--- src/rtl/la_pkg.sv ---
// Shared types and constants for the logic-analyser capture controller.
package la_pkg;

    typedef enum logic [2:0] {
        ST_IDLE,
        ST_PRE,
        ST_WAIT_TRIG,
        ST_POST,
        ST_DONE
    } la_state_e;

    localparam logic [1:0] TRIG_LEVEL = 2'b00;
    localparam logic [1:0] TRIG_RISE  = 2'b01;
    localparam logic [1:0] TRIG_FORCE = 2'b10;

    // True while samples are being taken and written to the ring.
    function automatic logic state_active(la_state_e s);
        return (s == ST_PRE) || (s == ST_WAIT_TRIG) || (s == ST_POST);
    endfunction

endpackage

--- src/rtl/la_capture_ctrl_if.sv ---
// Write port towards the circular capture RAM.
interface la_capture_ctrl_if #(
    parameter int DATA_W = 8,
    parameter int ADDR_W = 10
);
    logic              wr_en;
    logic [ADDR_W-1:0] wr_addr;
    logic [DATA_W-1:0] wr_data;

    modport master (output wr_en, wr_addr, wr_data);
    modport slave  (input  wr_en, wr_addr, wr_data);
endinterface

--- src/rtl/la_trig_match.sv ---
// Trigger evaluation: latched mask/value/mode, match of the current sample,
// and the previous-sample match used for rising-edge detection.
module la_trig_match
    import la_pkg::*;
#(
    parameter int DATA_W = 8
) (
    input  logic              clk,
    input  logic              rst_n,
    input  logic              load,      // capture accepted: latch settings
    input  logic [DATA_W-1:0] mask_in,
    input  logic [DATA_W-1:0] val_in,
    input  logic [1:0]        mode_in,
    input  logic              sample,    // a sample is being taken this cycle
    input  logic [DATA_W-1:0] probe,
    output logic              fire
);

    logic [DATA_W-1:0] mask_l;
    logic [DATA_W-1:0] val_l;
    logic [1:0]        mode_l;
    logic              prev_match;
    logic              match;

    assign match = ((probe ^ val_l) & mask_l) == '0;

    // Trigger decision for the current sample; mode 11 behaves as level.
    always_comb begin
        fire = match;
        case (mode_l)
            TRIG_RISE:  fire = match & ~prev_match;
            TRIG_FORCE: fire = 1'b1;
            default:    fire = match;
        endcase
    end

    // Settings latch on arm; prev_match starts high so a channel already
    // matching at arm does not count as a rising edge.
    always_ff @(posedge clk or negedge rst_n) begin
        if (!rst_n) begin
            mask_l     <= '0;
            val_l      <= '0;
            mode_l     <= TRIG_LEVEL;
            prev_match <= 1'b1;
        end else if (load) begin
            mask_l     <= mask_in;
            val_l      <= val_in;
            mode_l     <= mode_in;
            prev_match <= 1'b1;
        end else if (sample) begin
            prev_match <= match;
        end
    end

endmodule

--- src/rtl/la_capture_ctrl.sv ---
// Capture controller: drives the sample-clock divider, writes each sample
// into a circular RAM, waits for the trigger and stops after post_len
// further samples, reporting trigger and pre-window start addresses.
module la_capture_ctrl
    import la_pkg::*;
#(
    parameter int DATA_W = 8,
    parameter int ADDR_W = 10
) (
    input  logic              clk,
    input  logic              rst_n,
    input  logic              clk_bps,
    output logic              bps_start,
    input  logic [DATA_W-1:0] probe_in,
    input  logic              arm,
    input  logic              abort,
    input  logic [ADDR_W-1:0] pre_len,
    input  logic [ADDR_W-1:0] post_len,
    input  logic [DATA_W-1:0] trig_mask,
    input  logic [DATA_W-1:0] trig_val,
    input  logic [1:0]        trig_mode,
    la_capture_ctrl_if.master wr,
    output logic [ADDR_W-1:0] trig_addr,
    output logic [ADDR_W-1:0] start_addr,
    output logic              busy,
    output logic              done
);

    localparam logic [ADDR_W-1:0] ONE = 1;

    la_state_e         state;
    logic [ADDR_W-1:0] ptr;
    logic [ADDR_W-1:0] cnt;
    logic [ADDR_W-1:0] pre_l;
    logic [ADDR_W-1:0] post_l;
    logic              arm_ok;
    logic              sample;
    logic              fire;
    logic [ADDR_W:0]   len_sum;
    logic [ADDR_W-1:0] post_clamped;

    assign arm_ok = arm & ~abort & ((state == ST_IDLE) || (state == ST_DONE));
    assign sample = clk_bps & ~abort & state_active(state);

    // pre + post must fit in the ring alongside the trigger sample; when the
    // sum carries out, post becomes DEPTH-1-pre, i.e. the bitwise inverse.
    assign len_sum      = {1'b0, pre_len} + {1'b0, post_len};
    assign post_clamped = len_sum[ADDR_W] ? ~pre_len : post_len;

    assign bps_start = busy;

    la_trig_match #(.DATA_W(DATA_W)) u_trig (
        .clk     (clk),
        .rst_n   (rst_n),
        .load    (arm_ok),
        .mask_in (trig_mask),
        .val_in  (trig_val),
        .mode_in (trig_mode),
        .sample  (sample),
        .probe   (probe_in),
        .fire    (fire)
    );

    // Capture FSM with registered write port and status outputs.
    always_ff @(posedge clk or negedge rst_n) begin
        if (!rst_n) begin
            state      <= ST_IDLE;
            ptr        <= '0;
            cnt        <= '0;
            pre_l      <= '0;
            post_l     <= '0;
            busy       <= 1'b0;
            done       <= 1'b0;
            trig_addr  <= '0;
            start_addr <= '0;
            wr.wr_en   <= 1'b0;
            wr.wr_addr <= '0;
            wr.wr_data <= '0;
        end else begin
            wr.wr_en <= 1'b0;
            if (abort) begin
                state <= ST_IDLE;
                busy  <= 1'b0;
                done  <= 1'b0;
            end else if (arm_ok) begin
                pre_l  <= pre_len;
                post_l <= post_clamped;
                ptr    <= '0;
                cnt    <= '0;
                done   <= 1'b0;
                busy   <= 1'b1;
                state  <= (pre_len == '0) ? ST_WAIT_TRIG : ST_PRE;
            end else if (sample) begin
                wr.wr_en   <= 1'b1;
                wr.wr_addr <= ptr;
                wr.wr_data <= probe_in;
                ptr        <= ptr + ONE;
                case (state)
                    ST_PRE: begin
                        if (cnt == pre_l - ONE) begin
                            cnt   <= '0;
                            state <= ST_WAIT_TRIG;
                        end else begin
                            cnt <= cnt + ONE;
                        end
                    end
                    ST_WAIT_TRIG: begin
                        if (fire) begin
                            trig_addr  <= ptr;
                            start_addr <= ptr - pre_l;
                            cnt        <= '0;
                            if (post_l == '0) begin
                                state <= ST_DONE;
                                busy  <= 1'b0;
                                done  <= 1'b1;
                            end else begin
                                state <= ST_POST;
                            end
                        end
                    end
                    ST_POST: begin
                        if (cnt == post_l - ONE) begin
                            state <= ST_DONE;
                            busy  <= 1'b0;
                            done  <= 1'b1;
                        end else begin
                            cnt <= cnt + ONE;
                        end
                    end
                    default: ;
                endcase
            end
        end
    end

endmodule

--- src/flat_wrapper.sv ---
// flat-port wrapper written by rule: the top's interface ports become plain ports
module la_capture_ctrl_flat import la_pkg::*;
#(
    parameter int DATA_W = 8,
    parameter int ADDR_W = 10
)
  (clk, rst_n, clk_bps, bps_start, probe_in, arm, abort, pre_len, post_len, trig_mask, trig_val, trig_mode, trig_addr, start_addr, busy, done, wr_wr_en, wr_wr_addr, wr_wr_data);
  la_capture_ctrl_if #(.DATA_W(DATA_W), .ADDR_W(ADDR_W)) wr_i ();
  input  logic clk;
  input  logic rst_n;
  input  logic clk_bps;
  output logic bps_start;
  input  logic [DATA_W-1:0] probe_in;
  input  logic arm;
  input  logic abort;
  input  logic [ADDR_W-1:0] pre_len;
  input  logic [ADDR_W-1:0] post_len;
  input  logic [DATA_W-1:0] trig_mask;
  input  logic [DATA_W-1:0] trig_val;
  input  logic [1:0] trig_mode;
  output logic [ADDR_W-1:0] trig_addr;
  output logic [ADDR_W-1:0] start_addr;
  output logic busy;
  output logic done;
  output wire logic [$bits(wr_i.wr_en)-1:0] wr_wr_en;
  output wire logic [$bits(wr_i.wr_addr)-1:0] wr_wr_addr;
  output wire logic [$bits(wr_i.wr_data)-1:0] wr_wr_data;
  assign wr_wr_en = wr_i.wr_en;
  assign wr_wr_addr = wr_i.wr_addr;
  assign wr_wr_data = wr_i.wr_data;
  la_capture_ctrl #(.DATA_W(DATA_W), .ADDR_W(ADDR_W)) u_core (.clk(clk), .rst_n(rst_n), .clk_bps(clk_bps), .bps_start(bps_start), .probe_in(probe_in), .arm(arm), .abort(abort), .pre_len(pre_len), .post_len(post_len), .trig_mask(trig_mask), .trig_val(trig_val), .trig_mode(trig_mode), .wr(wr_i), .trig_addr(trig_addr), .start_addr(start_addr), .busy(busy), .done(done));
endmodule
--- config.mk ---
export PLATFORM = sky130hd
export DESIGN_NAME = la_capture_ctrl_flat
export DESIGN_NICKNAME = d
export VERILOG_FILES = /design/src/rtl/la_pkg.sv /design/src/rtl/la_capture_ctrl_if.sv /design/src/rtl/la_trig_match.sv /design/src/rtl/la_capture_ctrl.sv /design/src/flat_wrapper.sv
export SDC_FILE = /design/constraint.sdc
export NUM_CORES = 1
export LEC_CHECK = 0
export CELL_PAD_IN_SITES_DETAIL_PLACEMENT = 1
export CELL_PAD_IN_SITES_GLOBAL_PLACEMENT = 2
export CORE_AREA = 2 2 141 143
export CTS_CLUSTER_DIAMETER = 200
export DETAILED_ROUTE_END_ITERATION = 8
export DIE_AREA = 0 0 143 145
export PLACE_DENSITY_LB_ADDON = 0.05
export SLEW_MARGIN = 20
export SYNTH_ARGS = -nofsm -noshare
export SYNTH_HDL_FRONTEND = slang
export SYNTH_HIERARCHICAL = 1
export SYNTH_SLANG_ARGS = --single-unit
--- constraint.sdc ---
create_clock -name clk -period 2.8 [get_ports clk]
set_input_delay 0.42 -clock clk [delete_from_list [all_inputs] [get_ports clk]]
set_output_delay 0.42 -clock clk [all_outputs]
set_load 0.02 [all_outputs]
==> results.tsv, run 1 <==
metric	value	unit
Routed Antenna Nets	0	
r2r setup slk	130	ps
Reg clk slew, reported paths	70	ps
gp weighted congestion	0.754	
IO Count	93	
Final Cell Area	7700	um2
initial antenna violation count	0	
CP Capture Type	flip-flop	
DP Cell Count	967	
vias in the first global route	5131	
Compound-Gate Fraction of Synth Area	14.2	%
main flop type after synthesis	dfrtp_1	
area of placed instances	7280	um2
crit-path max FO	16	
PortBufs	92	
Initial Util	30.4	%
Die Ht	145	um
number of synthesized flops with an enable pin	0	
fraction of layout instances using a drive strength above 1	17.6	%
global-route wire length before repair	27.7	mm
post-synthesis register bit count	103	
core region area	19200	um2
largest net degree at the start of global routing	49	
Hold Violations, Final	1	
PD cells	915	nW/um2
post-synthesis simple-gate area fraction	18.6	%
Site Rows	51	
clock buffer count from CTS	9	
max_slew headroom	69.5	%
H-tree levels	3	
routed wire length	17.3	mm
met1 Track Usage GR	22.1	%
Final Max Slew Viols	0	
syn_nets	676	
Die ar.	20700	um2
GR Util met2	29.2	%
largest family of logic cells by synthesized area	simple AND/OR/NAND/NOR gates	
Tmin final	2700	ps
Residual DRC	0	
drt first pass iters	6	
Final Skew	11.8	ps
most used cell, CP	o21bai_1	
Syn Area/Cell	9.75	um2
Longest Clk Path Bufs	2	
run status	complete, but fails checks	
Largest stage delay, worst path	420	ps
total clock sinks	103	
Fin Hold WS	-0.938	ps
cell breakdown of the critical path	clkdlybuf4s50_1 > ha_1 > a31o_1 > a21o_1 > a211oi_1 > o21bai_1 > a2111oi_2 > o21bai_1 > buf_4 > and2_1 > o31ai_1	
failing checks	negative hold slack	
fin crit share	96.6	%
Hold Buf Count CTS	0	
CTS tree	built	
multiplexer share of the synthesized area	6.32	%
worst min path class	primary input to async pin	
maximum clock rate	370	MHz
met3 Resource Use GR	2.90	%
Critical Path AT	2950	ps
Post-Syn Area	5840	um2
chip width	143	um
post-route insts no fill	988	
Seq/Total Area, Yosys	44.2	%
Filler Cell Count	2173	
GRT Util Overall	17.1	%
synthesized instance count	599	
via density per instance	4.81	
Finish-stage setup viols	0	
xor-xnor portion of the synthesized cell area	6.60	%
VDD IR max	0.330	mV
Tightest Pin Transition	454	ps
DP HPWL	13.2	mm
Async SR Flop Fraction	100	%
Iteration-0 DRC Markers	129	
Worst Setup Path Type	primary input to flip-flop	
Netlist cell types	76	
Leak	3.44	nW
fin nets	795	
CP max stage cell	clkdlybuf4s50_1	
Critical Path Source Type	primary input	
adder-cell share of the synthesized area	5.70	%
grt ovf	0	
Max-Cap Viols	0	
insertion delay to the later sink of the worst-skew pair	360	ps
Area growth syn-to-layout	31.8	%
clock root buffer	clkbuf_16	
antenna diode count	0	
CP required	3050	ps
via count	4757	
Synth warnings	6	
Most Crowded Layer GR	met2	
Routed wire per std cell	17.5	um
-- flip-flops by register name, indices dropped and copies added (netlist names), 8 cells and up --
name and cells:
u_core/wr.wr_data 8, u_core/cnt 10, u_core/start_addr 10, u_core/post_l 10
u_core/u_trig/mask_l 8, u_core/trig_addr 10, u_core/pre_l 10, u_core/ptr 10
u_core/wr.wr_addr 10, u_core/u_trig/val_l 8
-- path summary, 6_finish.rpt --
| check | cells past startpoint | to | startpoint |
|---|---|---|---|
| hold / removal | 1 | u_core/cnt[6] | rst_n |
| setup / recovery | 11 | u_core/post_l[2] | pre_len[1] |
| setup reg to reg | 11 | u_core/cnt[9] | u_core/pre_l[0] |
| max in group asynchronous | 2 | u_core/u_trig/prev_match | rst_n |
| hold reg to reg | 2 | u_core/wr.wr_data[1] | u_core/wr.wr_data[1] |
| min in group clk | 2 | u_core/wr.wr_data[1] | u_core/wr.wr_data[1] |
-- kinds of logic (layout without fill, tap and decap cells) --
family / after synthesis / after routing
AO/OA/AOI/OAI: 117 / 117
XOR/XNOR: 44 / 44
flip-flops: 103 / 103
AND/OR/NAND/NOR: 217 / 217
adder cells (fa/ha/maj): 26 / 26
buffers and inverters: 59 / 183
multiplexers: 33 / 33
-- synthesized netlist by cell type (9+ instances only) --
master / instances / share of area (%)
a21oi_1: 9 / 0.77
ha_1: 25 / 5.4
o31ai_1: 13 / 1.7
xnor2_1: 21 / 3.1
a31oi_1: 9 / 0.96
dfrtp_1: 102 / 44
nor2_1: 31 / 2.0
o21ai_1: 12 / 1.0
o21ai_0: 24 / 2.1
inv_1: 28 / 1.8
nand2_1: 98 / 6.3
and3_1: 12 / 1.3
xor2_1: 23 / 3.4
nand2b_1: 10 / 1.1
buf_2: 10 / 0.86
and2_1: 9 / 0.96
nand3_1: 11 / 0.94
mux2_2: 21 / 4.0
clkbuf_1: 13 / 0.84
-- per-stage QoR --
stage | power, mW | setup WS (ps) | TNS (ps) | util (%)
detailed placement | 5.71 | -314 | -2590 | 37.9
global route | 7.60 | -20.6 | -29.0 | 40.1
finish | 7.05 | 96.0 | 0 | 40.1
CTS | 7.01 | 2.73 | 0 | 39.4
global placement | 5.60 | -223 | -2020 | 37.9
floorplan | 4.44 | 144 | 0 | -
-- power breakdown --
group          switching, mW  internal [mW]
registers              0.478           1.99
clock network          0.622          0.620
logic                   1.72           1.62
total                   2.82           4.23
-- timing repair --
action	4_1_cts	5_1_grt
gates resized for setup	1	22
setup endpoints to repair	2	18
buffers inserted	0	4
hold endpoints to repair	0	0
gates cloned	0	1
pin swaps	1	6
-- layer usage --
| layer | share of wire [%] | vias up |
|---|---|---|
| met1 | 45 | 2355 |
| met2 | 51 | 61 |
| met5 | 0 | - |
| li1 | - | 2327 |
| met3 | 2.4 | 14 |
| met4 | 1.5 | 0 |
-- cells in the final DEF, fill, tap and decap left out, drive strengths merged, types with 3 or more instances in the layout --
master and n:
dfrtp 102, xnor2 21, or4 3, and3 13, nand3 12, a31oi 9, nor2b 3, o22ai 3
a22oi 5, a311oi 3, o21ai 36, nand2b 10, buf 45, mux2i 5, a21oi 16, nor4 7
ha 25, clkinv 3, a21o 5, clkdlybuf4s50 91, a2111oi 3, a211o 3, and2 9, mux2 28
nor3b 7, inv 33, xor2 23, nand2 99, clkbuf 11, nor3 8, nand4 5, o31ai 14
nor2 33
-- cell type report --
type                            count  area [um2]  share of cell area (%)
Multi-Input combinational cell    437        3080                    40.0
Sequential cell                   103        2580                    33.6
Timing Repair Buffer              137        1310                    17.0
Tap cell                          265         332                    4.31
Clock buffer                       10         229                    2.97
Inverter                           30         113                    1.46
Clock inverter                      6        51.3                   0.666
-- critical path: cells and delay by family --
family / cells / cell delay, ps
and+or+nand+nor: 1 / 180
adders and majority gates: 1 / 300
AOI/OAI and AO/OA: 7 / 1460
buffers and inverters: 2 / 610
No activity file was read; power rests on OpenSTA's default activity.
==> inputs of run 2 (changes only) <==
--- a/config.mk
+++ b/config.mk
@@ -7,10 +7,11 @@
 export LEC_CHECK = 0
 export CELL_PAD_IN_SITES_DETAIL_PLACEMENT = 1
 export CELL_PAD_IN_SITES_GLOBAL_PLACEMENT = 2
-export CORE_AREA = 2 2 141 143
+export CORE_AREA = 2 2 131 133
 export CTS_CLUSTER_DIAMETER = 200
 export DETAILED_ROUTE_END_ITERATION = 8
-export DIE_AREA = 0 0 143 145
+export DIE_AREA = 0 0 133 135
+export DONT_BUFFER_PORTS = 1
 export PLACE_DENSITY_LB_ADDON = 0.05
 export SLEW_MARGIN = 20
 export SYNTH_ARGS = -nofsm -noshare
==> results.tsv, run 2 (same netlist as run 1, synthesis figures left out) <==
metric	value	unit
run status	complete, but fails checks	
failing checks	negative hold slack	
final core utilization	39.5	%
CP startpoint	u_core/post_l[0]	
Iteration-0 DRC Markers	234	
r2r setup slk	110	ps
Final Max Slew Viols	0	
chip width	133	um
Fin Hold WS	-244	ps
PortBufs	0	
antenna diode count	0	
CP required	3040	ps
Clk network pwr share	18.7	%
H-tree levels	3	
core region area	16400	um2
Critical Path End	u_core/state[1]	
Critical Path Source Type	flip-flop	
clock buffer count from CTS	9	
initial antenna violation count	0	
max_slew headroom	60.6	%
Switching Share	41.3	%
DP HPWL	11.9	mm
CP Capture Type	flip-flop	
grt ovf	0	
clock root buffer	clkbuf_16	
combinational group share of total power	39.1	%
unrepaired setup endpoints after global routing	no	
Leak	2.97	nW
Flop pwr share	42.2	%
via density per instance	5.22	
gp weighted congestion	0.835	
Max-Cap Viols	0	
Finish-stage setup viols	0	
IO Count	93	
sw power	2.66	mW
Final TNS setup	0	ps
Worst Setup Path Type	flip-flop to flip-flop	
P_int	3.78	mW
Reg clk slew, reported paths	70	ps
Tightest Pin Transition	591	ps
Pwr Total	6.44	mW
maximum clock rate	371	MHz
Site Rows	47	
Filler Cell Count	1836	
CTS tree	built	
fin crit share	96.2	%
RR Endpoint	u_core/state[1]	
Area growth syn-to-layout	10.9	%
vias in the first global route	4570	
crit-path max FO	4	
Residual DRC	0	
largest net degree at the start of global routing	104	
GRT Util Overall	18.3	%
VDD IR max	0.507	mV
DP Cell Count	808	
worst min path class	primary input to async pin	
Final Skew	11.3	ps
post-route insts no fill	828	
Longest Clk Path Bufs	2	
Die ar.	18000	um2
via count	4324	
insertion delay to the later sink of the worst-skew pair	350	ps
fraction of layout instances using a drive strength above 1	16.1	%
most frequent cells in the layout	dfrtp_1 (101), nand2_1 (98), nor2_1 (31)	
Routed Antenna Nets	0	
Die Ht	135	um
PD cells	995	nW/um2
Reg-to-Reg Start	u_core/post_l[0]	
Initial Util	35.6	%
drt first pass iters	4	
routed wire length	15.7	mm
Hold Violations, Final	103	
Tmin final	2690	ps
Critical Path AT	2940	ps
Routed wire per std cell	19.0	um
total clock sinks	103	
commonest non-fill, non-tap cell in the layout	dfrtp_1	
worst reg2reg path depth	11	
fin nets	681	
global-route wire length before repair	25.7	mm
==> run 2: through the flow <==
stage | worst slack (ps) | hold slack (ps) | cell area [um2]
after floorplan | 144 | 124 | 5840
after global placement | 152 | 128 | 6100
after detailed placement | 3.09 | 130 | 6100
after CTS | 30.1 | -260 | 6380
after global routing | 8.93 | -268 | 6470
final | 105 | -244 | 6470
==> run 2: worst min-delay path by stage <==
stage | slack (ps) | cells after the start | endpoint | startpoint
floorplan | 120 | 0 | u_core/bps_start | rst_n
global placement | 130 | 0 | u_core/start_addr[5] | rst_n
detailed placement | 130 | 0 | u_core/start_addr[5] | rst_n
CTS | -260 | 0 | u_core/cnt[3] | rst_n
global route | -270 | 0 | u_core/cnt[3] | rst_n
finish | -240 | 0 | u_core/cnt[3] | rst_n
==> run 2: repair_timing <==
item	CTS	global route
endpoints found under the setup margin	3	12
cloned	0	0
pin swaps	0	3
setup buffers	0	5
gates resized for setup	1	16
endpoints found under the hold margin	103	103
==> run 2: power by group through the flow <==
stage / combinational [mW] / sequential [mW] / clock (mW)
CTS: 2.45 / 2.72 / 1.27
detailed placement: 2.42 / 2.74 / 0
finish: 2.52 / 2.72 / 1.20
global route: 2.85 / 2.81 / 1.32
floorplan: 1.90 / 2.53 / 0
global placement: 2.35 / 2.73 / 0
==> run 2: critical path, cell delays in order (launching register included) <==
cell	delay, ps
dfrtp_1	390
inv_2	80
ha_4	160
nor3b_4	230
buf_4	160
nand3_1	70
a221o_1	370
a2111o_1	430
nand3_4	140
a21o_2	140
o41ai_2	90
mux2_4	320
==> run 2: area by class of cell <==
cell class                      count  area, um2  area share (%)
Multi-Input combinational cell    437       3060            47.2
Sequential cell                   103       2580            39.9
Timing Repair Buffer               23        173            2.67
Inverter                           30        113            1.74
Clock buffer                        9        225            3.48
Clock inverter                      6       51.3           0.792
Tap cell                          220        275            4.25
==> run 2: routing by layer <==
| metal | track usage, % | part of all wire, % |
|---|---|---|
| met5 | 0 | 0 |
| met4 | 4.36 | 1.2 |
| met3 | 6.01 | 5.4 |
| met2 | 29.9 | 48 |
| met1 | 23.8 | 46 |
==> inputs of run 3 (changes only) <==
--- a/config.mk
+++ b/config.mk
@@ -18,3 +18,4 @@
 export SYNTH_HDL_FRONTEND = slang
 export SYNTH_HIERARCHICAL = 1
 export SYNTH_SLANG_ARGS = --single-unit
+export TNS_END_PERCENT = 1
==> results.tsv, run 3 (same netlist as run 1, synthesis figures left out) <==
metric	value	unit
Critical Path AT	2940	ps
VDD IR max	0.507	mV
PortBufs	0	
initial antenna violation count	0	
chip width	133	um
Tmin final	2690	ps
fin nets	681	
crit-path max FO	4	
total clock sinks	103	
Die Ht	135	um
CTS tree	built	
H-tree levels	3	
most frequent cells in the layout	dfrtp_1 (101), nand2_1 (98), nor2_1 (31)	
final core utilization	39.4	%
Tightest Pin Transition	593	ps
Final Cell Area	6470	um2
Reg clk slew, reported paths	70	ps
Iteration-0 DRC Markers	233	
global-route wire length before repair	25.7	mm
DP HPWL	11.9	mm
grt ovf	0	
fraction of layout instances using a drive strength above 1	16.1	%
clock buffer count from CTS	9	
Site Rows	47	
storage element area	2580	um2
Filler Cell Count	1836	
insertion delay to the later sink of the worst-skew pair	350	ps
drt first pass iters	4	
GRT Util Overall	18.3	%
via count	4330	
maximum clock rate	371	MHz
CP Capture Type	flip-flop	
Final Skew	11.3	ps
clock root buffer	clkbuf_16	
area of placed instances	6100	um2
Critical Path Source Type	flip-flop	
Hold Violations, Final	103	
gp weighted congestion	0.835	
Finish-stage setup viols	0	
Area growth syn-to-layout	10.8	%
multi-input logic area	3050	um2
Final Max Slew Viols	0	
largest net degree at the start of global routing	104	
Worst Setup Path Type	flip-flop to flip-flop	
CP required	3040	ps
IO Count	93	
Max-Cap Viols	0	
vias in the first global route	4570	
Initial Util	35.6	%
failing checks	negative hold slack	
antenna diode count	0	
run status	complete, but fails checks	
max_slew headroom	60.5	%
commonest non-fill, non-tap cell in the layout	dfrtp_1	
routed wire length	15.7	mm
PD cells	995	nW/um2
Routed wire per std cell	19.0	um
Die ar.	18000	um2
Final TNS setup	0	ps
Longest Clk Path Bufs	2	
Leak	2.97	nW
Residual DRC	0	
fin crit share	96.2	%
unrepaired setup endpoints after global routing	yes	
Fin Hold WS	-244	ps
via density per instance	5.23	
core region area	16400	um2
worst min path class	primary input to async pin	
Routed Antenna Nets	0	
run 3: cell counts in the layout (fill, tap and decap cells not counted):
No cell type changed its count.
run 3: final cells by class:
class,count,share of cell area [%]
clock buffer,9,3.48
clock inverter,6,0.793
inverter,30,1.74
multi-input combinational,437,47.2
sequential,103,39.9
tap,220,4.25
timing repair buffer,23,2.67
run 3: path summary, 6_finish.rpt:
| check | startpoint | endpoint | slack (ps) | cells after the start |
|---|---|---|---|---|
| min | rst_n | u_core/cnt[3] | -240 | 0 |
| min reg2reg | u_core/u_trig/mask_l[5] | u_core/u_trig/mask_l[5] | 510 | 1 |
| max reg2reg | u_core/post_l[0] | u_core/state[1] | 110 | 11 |
| max | u_core/post_l[0] | u_core/state[1] | 110 | 11 |
| max in group asynchronous | rst_n | u_core/u_trig/prev_match | 2790 | 0 |
| min in group clk | abort | u_core/state[2] | 130 | 1 |
run 3: power breakdown:
| part | switching [mW] | leakage, nW | internal [mW] |
|---|---|---|---|
| registers | 0.738 | 1.33 | 1.98 |
| clock network | 0.589 | 0.139 | 0.614 |
| logic | 1.33 | 1.50 | 1.19 |
run 3: routing by layer:
layer | GRT usage, % | vias up | share of wire [%]
met3 | 6.01 | 13 | 5.3
li1 | - | 2095 | -
met1 | 23.8 | 2155 | 46
met2 | 29.9 | 67 | 48
met5 | 0 | - | 0
met4 | 4.36 | 0 | 1.2
run 3: per-stage QoR:
stage,worst slack [ps],std cells,power [mW]
floorplan,144,599,4.44
global placement,152,808,5.08
detailed placement,3.09,808,5.16
CTS,30.1,823,6.44
global route,-0.504,828,6.98
finish,105,828,6.44
run 3: what timing repair did:
| action | CTS | global route |
|---|---|---|
| buffers inserted | 0 | 5 |
| pin swaps | 0 | 3 |
| setup endpoints to repair | 3 | 12 |
| gates resized for setup | 1 | 15 |
| hold endpoints to repair | 103 | 103 |
run 3: worst max-delay path: stages (launching register included):
cell and delay (ps):
dfrtp_1 390, inv_2 80, ha_4 160, nor3b_4 230, buf_4 160, nand3_1 70, a221o_1 370, a2111o_1 430
nand3_4 140, a21o_2 140, o41ai_2 90, mux2_4 320
